[src/rtl/if_fetch_stage_if.sv]
// if_fetch_stage_if: instruction-memory req/ack bus between the fetch stage and imem
interface if_fetch_stage_if;
   logic        req;
   logic [31:0] addr;
   logic        ack;
   logic [31:0] rdata;
   modport master(output req, addr, input ack, rdata);
   modport slave(input req, addr, output ack, rdata);
endinterface

[src/rtl/if_fetch_stage.sv]
// if_fetch_stage: MIPS IF stage owning the PC, fetching over req/ack and feeding IF/ID
module if_fetch_stage #(
   parameter logic [31:0] RESET_PC  = 32'h0000_0000,
   parameter logic [31:0] NOP_INSTR = 32'h0000_0000
) (
   input  logic                     clk,
   input  logic                     rst,
   input  logic                     stall,
   input  logic                     redirect,
   input  logic [31:0]              redirect_pc,
   if_fetch_stage_if.master         imem,
   output logic [31:0]              PCplus4,
   output logic [31:0]              Instruction,
   output logic                     if_valid
);
   typedef enum logic [1:0] {FETCH, HOLD, DISCARD} state_t;
   state_t state, state_n;
   logic [31:0] pc, pc_n, pend_pc, pend_n, skid, skid_n, pcp4_n, instr_n;
   logic        valid_n;
   logic [31:0] pc_inc;
   assign pc_inc    = pc + 32'd4;
   assign imem.req  = !rst && state != HOLD;
   assign imem.addr = pc;
   always_ff @(posedge clk or posedge rst) begin
      if (rst) begin
         state       <= FETCH;
         pc          <= RESET_PC;
         pend_pc     <= '0;
         skid        <= '0;
         PCplus4     <= '0;
         Instruction <= NOP_INSTR;
         if_valid    <= 1'b0;
      end else begin
         state       <= state_n;
         pc          <= pc_n;
         pend_pc     <= pend_n;
         skid        <= skid_n;
         PCplus4     <= pcp4_n;
         Instruction <= instr_n;
         if_valid    <= valid_n;
      end
   end
   always_comb begin
      state_n = state;
      pc_n    = pc;
      pend_n  = pend_pc;
      skid_n  = skid;
      pcp4_n  = PCplus4;
      instr_n = Instruction;
      valid_n = if_valid;
      case (state)
         FETCH: begin
            if (redirect) begin
               instr_n = NOP_INSTR;
               valid_n = 1'b0;
               if (imem.ack) pc_n = redirect_pc;
               else begin
                  pend_n  = redirect_pc;
                  state_n = DISCARD;
               end
            end else if (stall) begin
               // an ack under stall is parked in skid so it is neither lost nor replayed
               if (imem.ack) begin
                  skid_n  = imem.rdata;
                  pc_n    = pc_inc;
                  state_n = HOLD;
               end
            end else begin
               instr_n = imem.ack ? imem.rdata : NOP_INSTR;
               valid_n = imem.ack;
               if (imem.ack) begin
                  pcp4_n = pc_inc;
                  pc_n   = pc_inc;
               end
            end
         end
         HOLD: begin
            if (redirect) begin
               pc_n    = redirect_pc;
               instr_n = NOP_INSTR;
               valid_n = 1'b0;
               state_n = FETCH;
            end else if (!stall) begin
               instr_n = skid;
               pcp4_n  = pc;
               valid_n = 1'b1;
               state_n = FETCH;
            end
         end
         DISCARD: begin
            instr_n = NOP_INSTR;
            valid_n = 1'b0;
            // the wrong-path request must still complete before the new target is fetched
            if (imem.ack) begin
               pc_n    = redirect ? redirect_pc : pend_pc;
               state_n = FETCH;
            end else if (redirect) pend_n = redirect_pc;
         end
         default: state_n = FETCH;
      endcase
   end
endmodule

[src/flat_wrapper.sv]
// flat-port wrapper written by rule: the top's interface ports become plain ports
module if_fetch_stage_flat 
#(
   parameter logic [31:0] RESET_PC  = 32'h0000_0000,
   parameter logic [31:0] NOP_INSTR = 32'h0000_0000
)
  (clk, rst, stall, redirect, redirect_pc, PCplus4, Instruction, if_valid, imem_req, imem_addr, imem_ack, imem_rdata);
  if_fetch_stage_if imem_i ();
  input  logic clk;
  input  logic rst;
  input  logic stall;
  input  logic redirect;
  input  logic [31:0] redirect_pc;
  output logic [31:0] PCplus4;
  output logic [31:0] Instruction;
  output logic if_valid;
  output wire logic [$bits(imem_i.req)-1:0] imem_req;
  output wire logic [$bits(imem_i.addr)-1:0] imem_addr;
  input wire logic [$bits(imem_i.ack)-1:0] imem_ack;
  input wire logic [$bits(imem_i.rdata)-1:0] imem_rdata;
  assign imem_req = imem_i.req;
  assign imem_addr = imem_i.addr;
  assign imem_i.ack = imem_ack;
  assign imem_i.rdata = imem_rdata;
  if_fetch_stage #(.RESET_PC(RESET_PC), .NOP_INSTR(NOP_INSTR)) u_core (.clk(clk), .rst(rst), .stall(stall), .redirect(redirect), .redirect_pc(redirect_pc), .imem(imem_i), .PCplus4(PCplus4), .Instruction(Instruction), .if_valid(if_valid));
endmodule
[config.mk]
export PLATFORM = sky130hd
export DESIGN_NAME = if_fetch_stage_flat
export DESIGN_NICKNAME = d
export VERILOG_FILES = /design/src/rtl/if_fetch_stage_if.sv /design/src/rtl/if_fetch_stage.sv /design/src/flat_wrapper.sv
export SDC_FILE = /design/constraint.sdc
export NUM_CORES = 1
export LEC_CHECK = 0
export BUFFER_PORTS_ARGS = -buffer_cell sky130_fd_sc_hd__buf_2
export CAP_MARGIN = 20
export CORE_MARGIN = 2
export CORE_UTILIZATION = 40
export CTS_CLUSTER_DIAMETER = 80
export DETAILED_ROUTE_END_ITERATION = 6
export GPL_TIMING_DRIVEN = 0
export PLACE_DENSITY_LB_ADDON = 0.15
export SLEW_MARGIN = 25
export SYNTH_ARGS = -nofsm -noshare
export SYNTH_HDL_FRONTEND = slang
export SYNTH_SLANG_ARGS = --single-unit
export TNS_END_PERCENT = 50
[constraint.sdc]
create_clock -name clk -period 5.8 [get_ports clk]
set_clock_uncertainty 0.1 [all_clocks]
set_input_delay 0.29 -clock clk [delete_from_list [all_inputs] [get_ports clk]]
set_output_delay 0.29 -clock clk [all_outputs]
set_load 0.01 [all_outputs]
==> results.sh, run 1 <==
export IMPL_synth_edf_count=0
export IMPL_clkTransAtPathRegs_ps=60
export IMPL_worstSetupPathType="register to primary output"
export IMPL_vdd_drop_max_mv=0.278
export IMPL_synthToLayoutAreaGrowth_pct=24.0
export IMPL_yosysTopAreaCell="dfrtp_1"
export IMPL_ys_warn_count=0
export IMPL_ys_seq_elements=163
export IMPL_pre_cts_ws_ps=3020
export IMPL_setup_viol=0
export IMPL_syn_area_um2=8440
export IMPL_synth_fp_nets=900
export IMPL_drc_errors=0
export IMPL_wl_per_cell_um=19.2
export IMPL_nNetsFinal=1110
export IMPL_grt_max_degree=86
export IMPL_tightestPinTransition_ps=924
export IMPL_timing_setup_tns_ps=0
export IMPL_slew_headroom_pct=38.4
export IMPL_antenna_cells=0
export IMPL_fin_ws_ps=2830
export IMPL_p_per_area_nw_per_um2=548
export IMPL_routabilityCongestion=0.856
export IMPL_viasPerCell=5.66
export IMPL_cts_made_buffers=17
export IMPL_slowest_delay_ps=540
export IMPL_critPathSlowestCell="buf_1"
export IMPL_final_cells=1323
export IMPL_r2r_start="u_core.state[0]$_DFFE_PP0P_"
export IMPL_grt_util_all_layers_pct=23.0
export IMPL_via_count=7487
export IMPL_num_rows=53
export IMPL_regArea_um2=4080
export IMPL_grt_antenna_before_repair=1
export IMPL_core_area_um2=20900
export IMPL_htree_levels=4
export IMPL_finalPower_mw=5.73
export IMPL_synth_area_leaders="dfrtp_1 (48%), mux2_2 (9.5%), a21oi_1 (4.2%)"
export IMPL_cpMostUsedCell="buf_2"
export IMPL_cts_tree="done"
export IMPL_grt_pass1_vias=7120
export IMPL_hold_path_end="u_core.pend_pc[9]$_DFFE_PP0P_"
export IMPL_fillers=2060
export IMPL_crit_cells=7
export IMPL_grt_pass1_wl_mm=39.5
export IMPL_cp_required_ps=5410
export IMPL_reg2reg_to="u_core.imem.addr[26]$_DFFE_PP0P_"
export IMPL_drtIter0Drc=449
export IMPL_placedCellCount=1268
export IMPL_arrival_ps=2580
export IMPL_fp_dieW_um=149
export IMPL_die_area_um2=22300
export IMPL_hpwl_mm=18.2
export IMPL_root_buffer="clkbuf_16"
export IMPL_drt_wl_total_mm=25.4
export IMPL_post_dp_cell_area_um2=9650
export IMPL_slew_violations=0
export IMPL_status="complete, no violations"
export IMPL_io_pin_count=167
export IMPL_ys_async_sr_fraction_pct=100
export IMPL_insertion_delay_ps=440
export IMPL_drive_gt1_share_pct=31.2
export IMPL_timing_max_cap_violations=0
export IMPL_synthFlopType="dfrtp_1"
export IMPL_r2r_cells=8
export IMPL_cp_buffers_inverters=5
export IMPL_cp_end_kind="primary output"
export IMPL_p_leak_nw=4.69
export IMPL_r2r_setup_slack_ps=2980
export IMPL_yosysSeqAreaShare_pct=48.3
export IMPL_cts_path_max_buffers=2
export IMPL_worstHoldPathCells=2
export IMPL_cp_top_family="buffers and inverters"
export IMPL_synth_cell_types=66
export IMPL_initial_core_util_pct=40.4
export IMPL_clock_sinks=163
export IMPL_hold_viol=0
export IMPL_mostFrequentLayoutCells="buf_2 (198), dfrtp_1 (163), nand2_1 (72)"
export IMPL_syn_inst=826
export IMPL_start_kind="register"
export IMPL_rsz0062_at_grt="no"
export IMPL_fin_area_um2=10500
export IMPL_die_h_um=149
export IMPL_netlist_area_leader_share_pct=48.3
export IMPL_gr_total_overflow=0
export IMPL_ant_nets=0
export IMPL_multiInputGateArea_um2=3980
export IMPL_syn_area_per_cell_um2=10.2
export IMPL_final_common_cell="buf_2"
export IMPL_layout_min_cycle_time_ps=2970
export IMPL_hold_start="redirect_pc[9]"
export IMPL_hp_class="input port to register"
export IMPL_path_cells="inv_1 -> ha_1 -> buf_2 -> buf_2 -> buf_1 -> nor2_1 -> buf_2"
export IMPL_max_freq_mhz=337
export IMPL_io_buffers=166
export IMPL_post_route_period_util_pct=51.1
export IMPL_cp_max_fo=10
export IMPL_dr_pass1_iters=5
[per-layer routing]
metal	GRT usage [%]	share of wire, %
met1	33.1	46
met2	34.8	46
met3	4.86	6.5
met4	7.14	1.8
met5	0	0.051
[how the worst max path moves through the flow]
stage | slack [ps] | to | start
3_5_place_dp | 3020 | u_core.Instruction[3]$_DFFE_PP0P_ | u_core.state[0]$_DFFE_PP0P_
3_3_place_gp | -1270 | u_core.Instruction[24]$_DFFE_PP0P_ | rst
6_report | 2830 | imem_req | u_core.state[1]$_DFFE_PP0P_
4_1_cts | 2900 | imem_req | u_core.state[1]$_DFFE_PP0P_
5_1_grt | 2720 | imem_req | u_core.state[1]$_DFFE_PP0P_
2_1_floorplan | 1010 | u_core.Instruction[0]$_DFFE_PP0P_ | rst
[cell type report]
type | instances | area share (%)
sequential | 163 | 38.9
multi-input combinational | 580 | 38.0
timing repair buffer | 191 | 10.5
clock buffer | 18 | 4.10
buffer | 73 | 3.30
tap | 275 | 3.29
clock inverter | 13 | 1.43
inverter | 10 | 0.430
[what timing repair did]
item,CTS,global route
buffers inserted,0,0
resized for setup,0,0
endpoints found under the hold margin,107,0
hold buffers,24,0
[cell usage after synthesis (5+ instances only)]
cell      count
dfrtp_1     163
a21oi_1      71
nand4_1       9
a31oi_1       5
a22oi_1      37
nor3_1       14
clkbuf_1     24
nand3_1      12
mux2i_1       8
and3_1       10
buf_2        32
nand2_1      72
ha_1          5
nor2_1       62
o22a_1        5
inv_1        10
o21ai_1      11
a211oi_1     13
o21ai_0      37
buf_1        10
a221oi_1     10
o211ai_1      5
and4_1        7
xnor2_1      29
o31ai_1      13
mux2_2       71
[state kept, by name, summed over array words and instances (netlist names)]
register and flops:
u_core.Instruction 32, u_core.PCplus4 32, u_core.imem.addr 32, u_core.pend_pc 32
u_core.skid 32, u_core.state 2, u_core.if_valid 1
[cell families after synthesis]
logic type	synth area share, %
flip-flops	48.3
multiplexers	10.7
adder cells (fa/ha/maj)	0.741
buffers and inverters	4.53
AND/OR/NAND/NOR	14.2
AO/OA/AOI/OAI	18.2
XOR/XNOR	3.32
[through the flow]
step	hold slack, ps	util, %
final	7.96	50.1
after CTS	0.455	50.1
after global routing	4.83	50.1
after floorplan	322	-
after global placement	361	46.0
after detailed placement	348	46.2
[worst reg2reg max path, stage by stage, from the launching register on]
cell and delay [ps]:
dfrtp_1 410, inv_1 90, ha_1 280, clkbuf_1 190, nor2_1 680, clkbuf_1 550
o31ai_1 160, a21oi_1 170, a21oi_1 50
[report_power, final]
group | switching, mW | internal, mW | leakage (nW)
clock | 0.500 | 0.640 | 0.277
sequential | 0.402 | 1.69 | 2.00
combinational | 1.45 | 1.06 | 2.41
Power figures use the tool's default switching activity.
==> run 2: changes to the inputs <==
- ABC_AREA: not set -> 1
- clock period: 5.8 -> 2.57 ns (I/O delays scaled with it)
==> run 2 against run 1 <==
  * Sequential power up 130%
  * Flip-flop and latch count unchanged
  * Routed wire length up 14%
  * Critical endpoint is now u_core.imem.addr[1]$_DFFE_PP0P_
  * Largest cell class is now multi-input gates
  * Highest routed layer is now met4
==> results.sh, run 2 <==
export IMPL_wl_per_cell_um=16.3
export IMPL_cts_made_buffers=17
export IMPL_cp_max_fo=10
export IMPL_drtIter0Drc=497
export IMPL_slowest_delay_ps=420
export IMPL_synth_edf_count=0
export IMPL_yosysMostFrequentCell="nand2_1"
export IMPL_synth_compound_area_share_pct=17.0
export IMPL_antenna_cells=0
export IMPL_ys_async_sr_fraction_pct=100
export IMPL_htree_levels=4
export IMPL_setup_viol=0
export IMPL_synth_top_family_by_area="simple AND/OR/NAND/NOR gates"
export IMPL_synth_fp_nets=1300
export IMPL_utilization_pct=52.9
export IMPL_path_cells="inv_1 -> ha_1 -> buf_2 -> inv_1 -> buf_2 -> buf_2 -> a21oi_1 -> o21ai_0 -> o21ai_0"
export IMPL_timing_setup_tns_ps=0
export IMPL_clkTransAtPathRegs_ps=70
export IMPL_syn_inst=1226
export IMPL_p_leak_nw=5.74
export IMPL_clock_sinks=163
export IMPL_cts_tree="done"
export IMPL_grt_pass1_vias=8954
export IMPL_io_pin_count=167
export IMPL_synth_fa_ha_area_share_pct=0.698
export IMPL_ant_nets=0
export IMPL_fin_ws_ps=193
export IMPL_drive_gt1_share_pct=19.1
export IMPL_tightestPinTransition_ps=698
export IMPL_arrival_ps=2570
export IMPL_timing_max_cap_violations=0
export IMPL_pre_cts_ws_ps=232
export IMPL_pwr_share_clk_pct=21.1
export IMPL_mostFrequentLayoutCells="nand2_1 (411), buf_2 (203), dfrtp_1 (163)"
export IMPL_hold_viol=0
export IMPL_routabilityCongestion=0.896
export IMPL_dr_pass1_iters=5
export IMPL_viasPerCell=5.07
export IMPL_drt_wl_total_mm=28.9
export IMPL_post_route_period_util_pct=92.5
export IMPL_r2r_setup_slack_ps=190
export IMPL_grt_pass1_wl_mm=47.4
export IMPL_start_kind="register"
export IMPL_synthToLayoutAreaGrowth_pct=29.1
export IMPL_root_buffer="clkbuf_16"
export IMPL_grt_max_degree=31
export IMPL_via_count=9000
export IMPL_vdd_drop_max_mv=0.595
export IMPL_final_common_cell="nand2_1"
export IMPL_max_freq_mhz=421
export IMPL_synthMuxAreaShare_pct=1.51
export IMPL_yosysTopAreaCell="dfrtp_1"
export IMPL_die_h_um=154
export IMPL_ys_seq_elements=163
export IMPL_ys_warn_count=0
export IMPL_cts_path_max_buffers=2
export IMPL_yosysSeqAreaShare_pct=45.5
export IMPL_nNetsFinal=1555
export IMPL_p_switching_mw=6.14
export IMPL_p_comb_share_pct=45.1
export IMPL_worstSetupPathType="register to register"
export IMPL_cp_required_ps=2760
export IMPL_syn_area_um2=8960
export IMPL_slew_violations=0
export IMPL_seq_power_share_pct=33.9
export IMPL_synth_xor_xnor_area_share_pct=1.73
export IMPL_die_area_um2=23600
export IMPL_swShare_pct=43.5
export IMPL_netlist_area_leader_share_pct=45.5
export IMPL_p_per_area_nw_per_um2=1220
export IMPL_insertion_delay_ps=430
export IMPL_slew_headroom_pct=53.4
export IMPL_ys_top_cells_by_count="nand2_1 (411), dfrtp_1 (163), a21oi_1 (140), nor2_1 (115), inv_1 (80)"
export IMPL_fp_dieW_um=154
export IMPL_gr_total_overflow=0
export IMPL_layout_min_cycle_time_ps=2380
export IMPL_num_rows=54
export IMPL_synth_simple_area_share_pct=26.1
export IMPL_cpMostUsedCell="buf_2"
export IMPL_synth_cell_types=29
export IMPL_rsz0062_at_grt="no"
export IMPL_cts_resized=0
export IMPL_core_area_um2=21900
export IMPL_drc_errors=0
export IMPL_io_buffers=166
export IMPL_cp_end_kind="register"
export IMPL_grt_util_all_layers_pct=24.9
export IMPL_intPower_mw=7.97
export IMPL_hpwl_mm=21.4
export IMPL_status="complete, no violations"
export IMPL_critPathSlowestCell="dfrtp_1"
export IMPL_synthFlopType="dfrtp_1"
export IMPL_initial_core_util_pct=40.9
export IMPL_grt_antenna_before_repair=0
export IMPL_synth_area_leaders="dfrtp_1 (46%), nand2_1 (17%), a21oi_1 (7.8%)"
export IMPL_syn_area_per_cell_um2=7.31
export IMPL_hp_class="input port to register"
==> run 2: changes by cell type in the layout (fill, tap and decap cells not counted), moves of 29 or more <==
cell | before | now
a21oi_1 | 71 | 140
xnor2_1 | 29 | 0
nand2_1 | 72 | 411
a31oi_1 | 5 | 57
dlygate4sd3_1 | 24 | 65
inv_1 | 9 | 79
mux2_2 | 71 | 12
nor2_1 | 62 | 115
o21ai_0 | 37 | 75
a22oi_1 | 37 | 0
==> run 2: timing repair <==
item	CTS	global route
buffers inserted	0	0
endpoints found under the setup margin	0	0
endpoints found under the hold margin	135	0
hold buffers	65	0
==> run 2: area by class of cell <==
cell class                 instances  area (um2)
buffer                            73         339
clock buffer                      18         439
clock inverter                    14         236
fill                            2185       10300
inverter                          86         327
multi-input combinational        904        4220
sequential                       163        4080
tap                              280         350
timing repair buffer             236        1580
==> run 2: cells by family after synthesis <==
logic type                 count (synthesis)
buffers and inverters                    159
and+or+nand+nor                          586
adders and majority gates                  5
muxes                                     12
AOI/OAI and AO/OA                        285
xor gates and xnor gates                  16
DFF                                      163
==> run 2: worst max-delay path, delay by kind of cell, from the launching register on <==
family,cells,cell delay [ps]
adders and majority gates,1,240
DFF,1,420
buffers and inverters,5,1020
AOI/OAI and AO/OA,3,450
==> run 2: metal layers <==
layer  part of all wire, %  global-route usage [%]  vias to the layer above
met5                     0                       0                        -
met4                   2.0                    7.91                        0
met3                   6.2                    4.79                       40
met2                    47                    40.8                      299
met1                    45                    33.3                     4173
li1                      -                       -                     4488
==> run 2: stage by stage <==
stage                     area (um2)  total power, mW  cells  hold slack (ps)
after CTS                      11600             14.2   1774             79.6
after detailed placement       10200             11.1   1677              175
final                          11600             14.1   1774             83.0
after global routing           11600             15.3   1774              134
after floorplan                 8970             8.79   1226              174
after global placement         10100             10.9   1672              279
==> run 2: final timing paths <==
check,startpoint,endpoint,cells past startpoint
worst min-delay path,redirect,u_core.state[0]$_DFFE_PP0P_,4
worst max register to register,u_core.state[1]$_DFFE_PP0P_,u_core.imem.addr[1]$_DFFE_PP0P_,9
worst max-delay path,u_core.state[1]$_DFFE_PP0P_,u_core.imem.addr[1]$_DFFE_PP0P_,9
min in group asynchronous,rst,u_core.PCplus4[8]$_DFFE_PP0P_,3
max in group asynchronous,rst,u_core.Instruction[29]$_DFFE_PP0P_,5
worst min register to register,u_core.PCplus4[12]$_DFFE_PP0P_,u_core.PCplus4[12]$_DFFE_PP0P_,2
==> run 2: power groups by stage <==
stage / sequential, mW / combinational [mW] / clock [mW]
floorplan: 4.93 / 3.86 / 0
global placement: 4.78 / 6.13 / 0
detailed placement: 4.81 / 6.26 / 0
CTS: 4.77 / 6.36 / 3.04
global route: 4.96 / 7.17 / 3.13
finish: 4.78 / 6.36 / 2.97
==> run 3: changes to the inputs <==
- ABC_AREA: 1 -> not set
==> run 3 against run 2 <==
  * Clock power shrank 15%
  * Critical path type unchanged
  * Power shrank 7.6%
  * Combinational power shrank 8.3%
  * Largest cell class is now sequential cells
  * Flip-flop and latch count is the same
  * Final area shrank 4.6%
  * Fmax shrank 2.7%
  * Critical endpoint is now u_core.imem.addr[8]$_DFFE_PP0P_
==> results.sh, run 3 (synthesis gave the netlist of run 1 again) <==
export IMPL_status="complete, no violations"
export IMPL_hold_start="imem_ack"
export IMPL_cts_path_max_buffers=2
export IMPL_gr_total_overflow=0
export IMPL_reg2reg_to="u_core.imem.addr[8]$_DFFE_PP0P_"
export IMPL_cp_end_kind="register"
export IMPL_cp_top_family="compound AO/OA/AOI/OAI gates"
export IMPL_final_common_cell="buf_2"
export IMPL_cp_required_ps=2790
export IMPL_grt_pass1_wl_mm=39.8
export IMPL_start_kind="register"
export IMPL_hold_path_end="u_core.state[1]$_DFFE_PP0P_"
export IMPL_utilization_pct=52.9
export IMPL_io_pin_count=167
export IMPL_r2r_start="u_core.state[1]$_DFFE_PP0P_"
export IMPL_core_area_um2=20900
export IMPL_num_rows=53
export IMPL_worstHoldPathCells=3
export IMPL_busiest_layer="met2"
export IMPL_use_met1_pct=33.9
export IMPL_layout_min_cycle_time_ps=2440
export IMPL_cp_max_fo=10
export IMPL_path_cells="inv_1 -> ha_1 -> buf_2 -> a21o_1 -> or2_2 -> buf_2 -> a21oi_1 -> a31oi_1 -> o22a_1"
export IMPL_grt_pass1_vias=7112
export IMPL_antenna_cells=0
export IMPL_hp_class="input port to register"
export IMPL_wl_per_cell_um=18.7
export IMPL_grt_antenna_before_repair=0
export IMPL_drc_errors=0
export IMPL_cpMostUsedCell="buf_2"
export IMPL_vdd_drop_max_mv=0.611
export IMPL_io_buffers=166
export IMPL_timing_setup_tns_ps=0
export IMPL_p_per_area_nw_per_um2=1180
export IMPL_drtIter0Drc=498
export IMPL_gr_usage_met2_pct=35.8
export IMPL_insertion_delay_ps=430
export IMPL_via_count=7539
export IMPL_arrival_ps=2670
export IMPL_slowest_delay_ps=390
export IMPL_nNetsFinal=1157
export IMPL_setup_viol=0
export IMPL_rsz0062_at_grt="yes"
export IMPL_routabilityCongestion=0.875
export IMPL_fillers=1967
export IMPL_post_route_period_util_pct=95.1
export IMPL_die_area_um2=22300
export IMPL_htree_levels=4
export IMPL_synthToLayoutAreaGrowth_pct=30.8
export IMPL_grt_max_degree=30
export IMPL_p_leak_nw=4.95
export IMPL_clkTransAtPathRegs_ps=70
export IMPL_worst_hold_slack_ps=52.5
export IMPL_cts_tree="done"
export IMPL_critPathSlowestCell="dfrtp_1"
export IMPL_worstSetupPathType="register to register"
export IMPL_finalPower_mw=13.0
export IMPL_max_freq_mhz=409
export IMPL_clock_sinks=163
export IMPL_tightestPinTransition_ps=933
export IMPL_hpwl_mm=18.6
export IMPL_regArea_um2=4080
export IMPL_dr_pass1_iters=5
export IMPL_ant_nets=0
export IMPL_slew_headroom_pct=37.8
export IMPL_cts_made_buffers=17
export IMPL_initial_core_util_pct=40.4
export IMPL_timing_max_cap_violations=0
export IMPL_r2r_cells=9
export IMPL_grtUsageMet3_pct=3.82
export IMPL_grt_util_all_layers_pct=23.2
export IMPL_drt_wl_total_mm=25.7
export IMPL_hold_viol=0
export IMPL_mostFrequentLayoutCells="buf_2 (198), dfrtp_1 (163), nand2_1 (72)"
export IMPL_placedCellCount=1273
export IMPL_viasPerCell=5.50
export IMPL_drive_gt1_share_pct=32.3
export IMPL_root_buffer="clkbuf_16"
export IMPL_fp_dieW_um=149
export IMPL_multiInputGateArea_um2=4020
export IMPL_slew_violations=0
export IMPL_die_h_um=149
export IMPL_final_cells=1371
export IMPL_r2r_setup_slack_ps=130
export IMPL_cp_buffers_inverters=3
## run 3: repair_timing
action                                  4_1_cts  5_1_grt
setup buffers                                 0        3
hold buffers                                 65        0
gates resized for setup                       5       22
hold endpoints to repair                    198        0
cloned                                        0        0
pin swaps                                     0        1
endpoints found under the setup margin       47       88
## run 3: worst reg2reg max path, stage by stage, from the launching register on
cell,delay [ps]
dfrtp_1,390
inv_1,100
ha_1,220
buf_2,200
a21o_1,230
or2_2,350
buf_2,230
a21oi_1,240
a31oi_1,60
o22a_1,220
## run 3: worst max-delay path by stage
stage | to | startpoint | cells after the start
after floorplan | u_core.Instruction[0]$_DFFE_PP0P_ | rst | 1
after global placement | u_core.Instruction[24]$_DFFE_PP0P_ | rst | 2
after detailed placement | u_core.Instruction[28]$_DFFE_PP0P_ | u_core.state[0]$_DFFE_PP0P_ | 9
after CTS | u_core.imem.addr[31]$_DFFE_PP0P_ | u_core.state[0]$_DFFE_PP0P_ | 8
after global routing | u_core.PCplus4[7]$_DFFE_PP0P_ | u_core.state[1]$_DFFE_PP0P_ | 8
final | u_core.imem.addr[8]$_DFFE_PP0P_ | u_core.state[1]$_DFFE_PP0P_ | 9
## run 3: area by class of cell
class                   instances  share of cell area [%]
plain buffers                  71                    3.22
multi-input cells             580                    36.4
inverters                      10                   0.374
flip-flops and latches        163                    36.9
clock inverters                14                    1.29
repair buffers                240                    14.8
well taps                     275                    3.12
clock buffers                  18                    3.89
## run 3: where the power goes
part | total [mW] | internal, mW | leakage [nW] | switching, mW
clock network | 2.51 | 1.37 | 0.277 | 1.14
registers | 4.71 | 3.80 | 2.00 | 0.901
logic | 5.83 | 2.52 | 2.67 | 3.31
## run 3: per-layer routing
| metal | vias up | share of wire (%) |
|---|---|---|
| met3 | 29 | 5.9 |
| met5 | - | 0 |
| met4 | 0 | 1.5 |
| met1 | 3721 | 46 |
| met2 | 237 | 46 |
| li1 | 3552 | - |
## run 3: stage by stage
| step | worst slack [ps] | area, um2 |
|---|---|---|
| after global routing | -27.3 | 11000 |
| after global placement | -984 | 9620 |
| after CTS | 19.8 | 11000 |
| final | 126 | 11000 |
| after floorplan | 271 | 8450 |
| after detailed placement | -158 | 9750 |
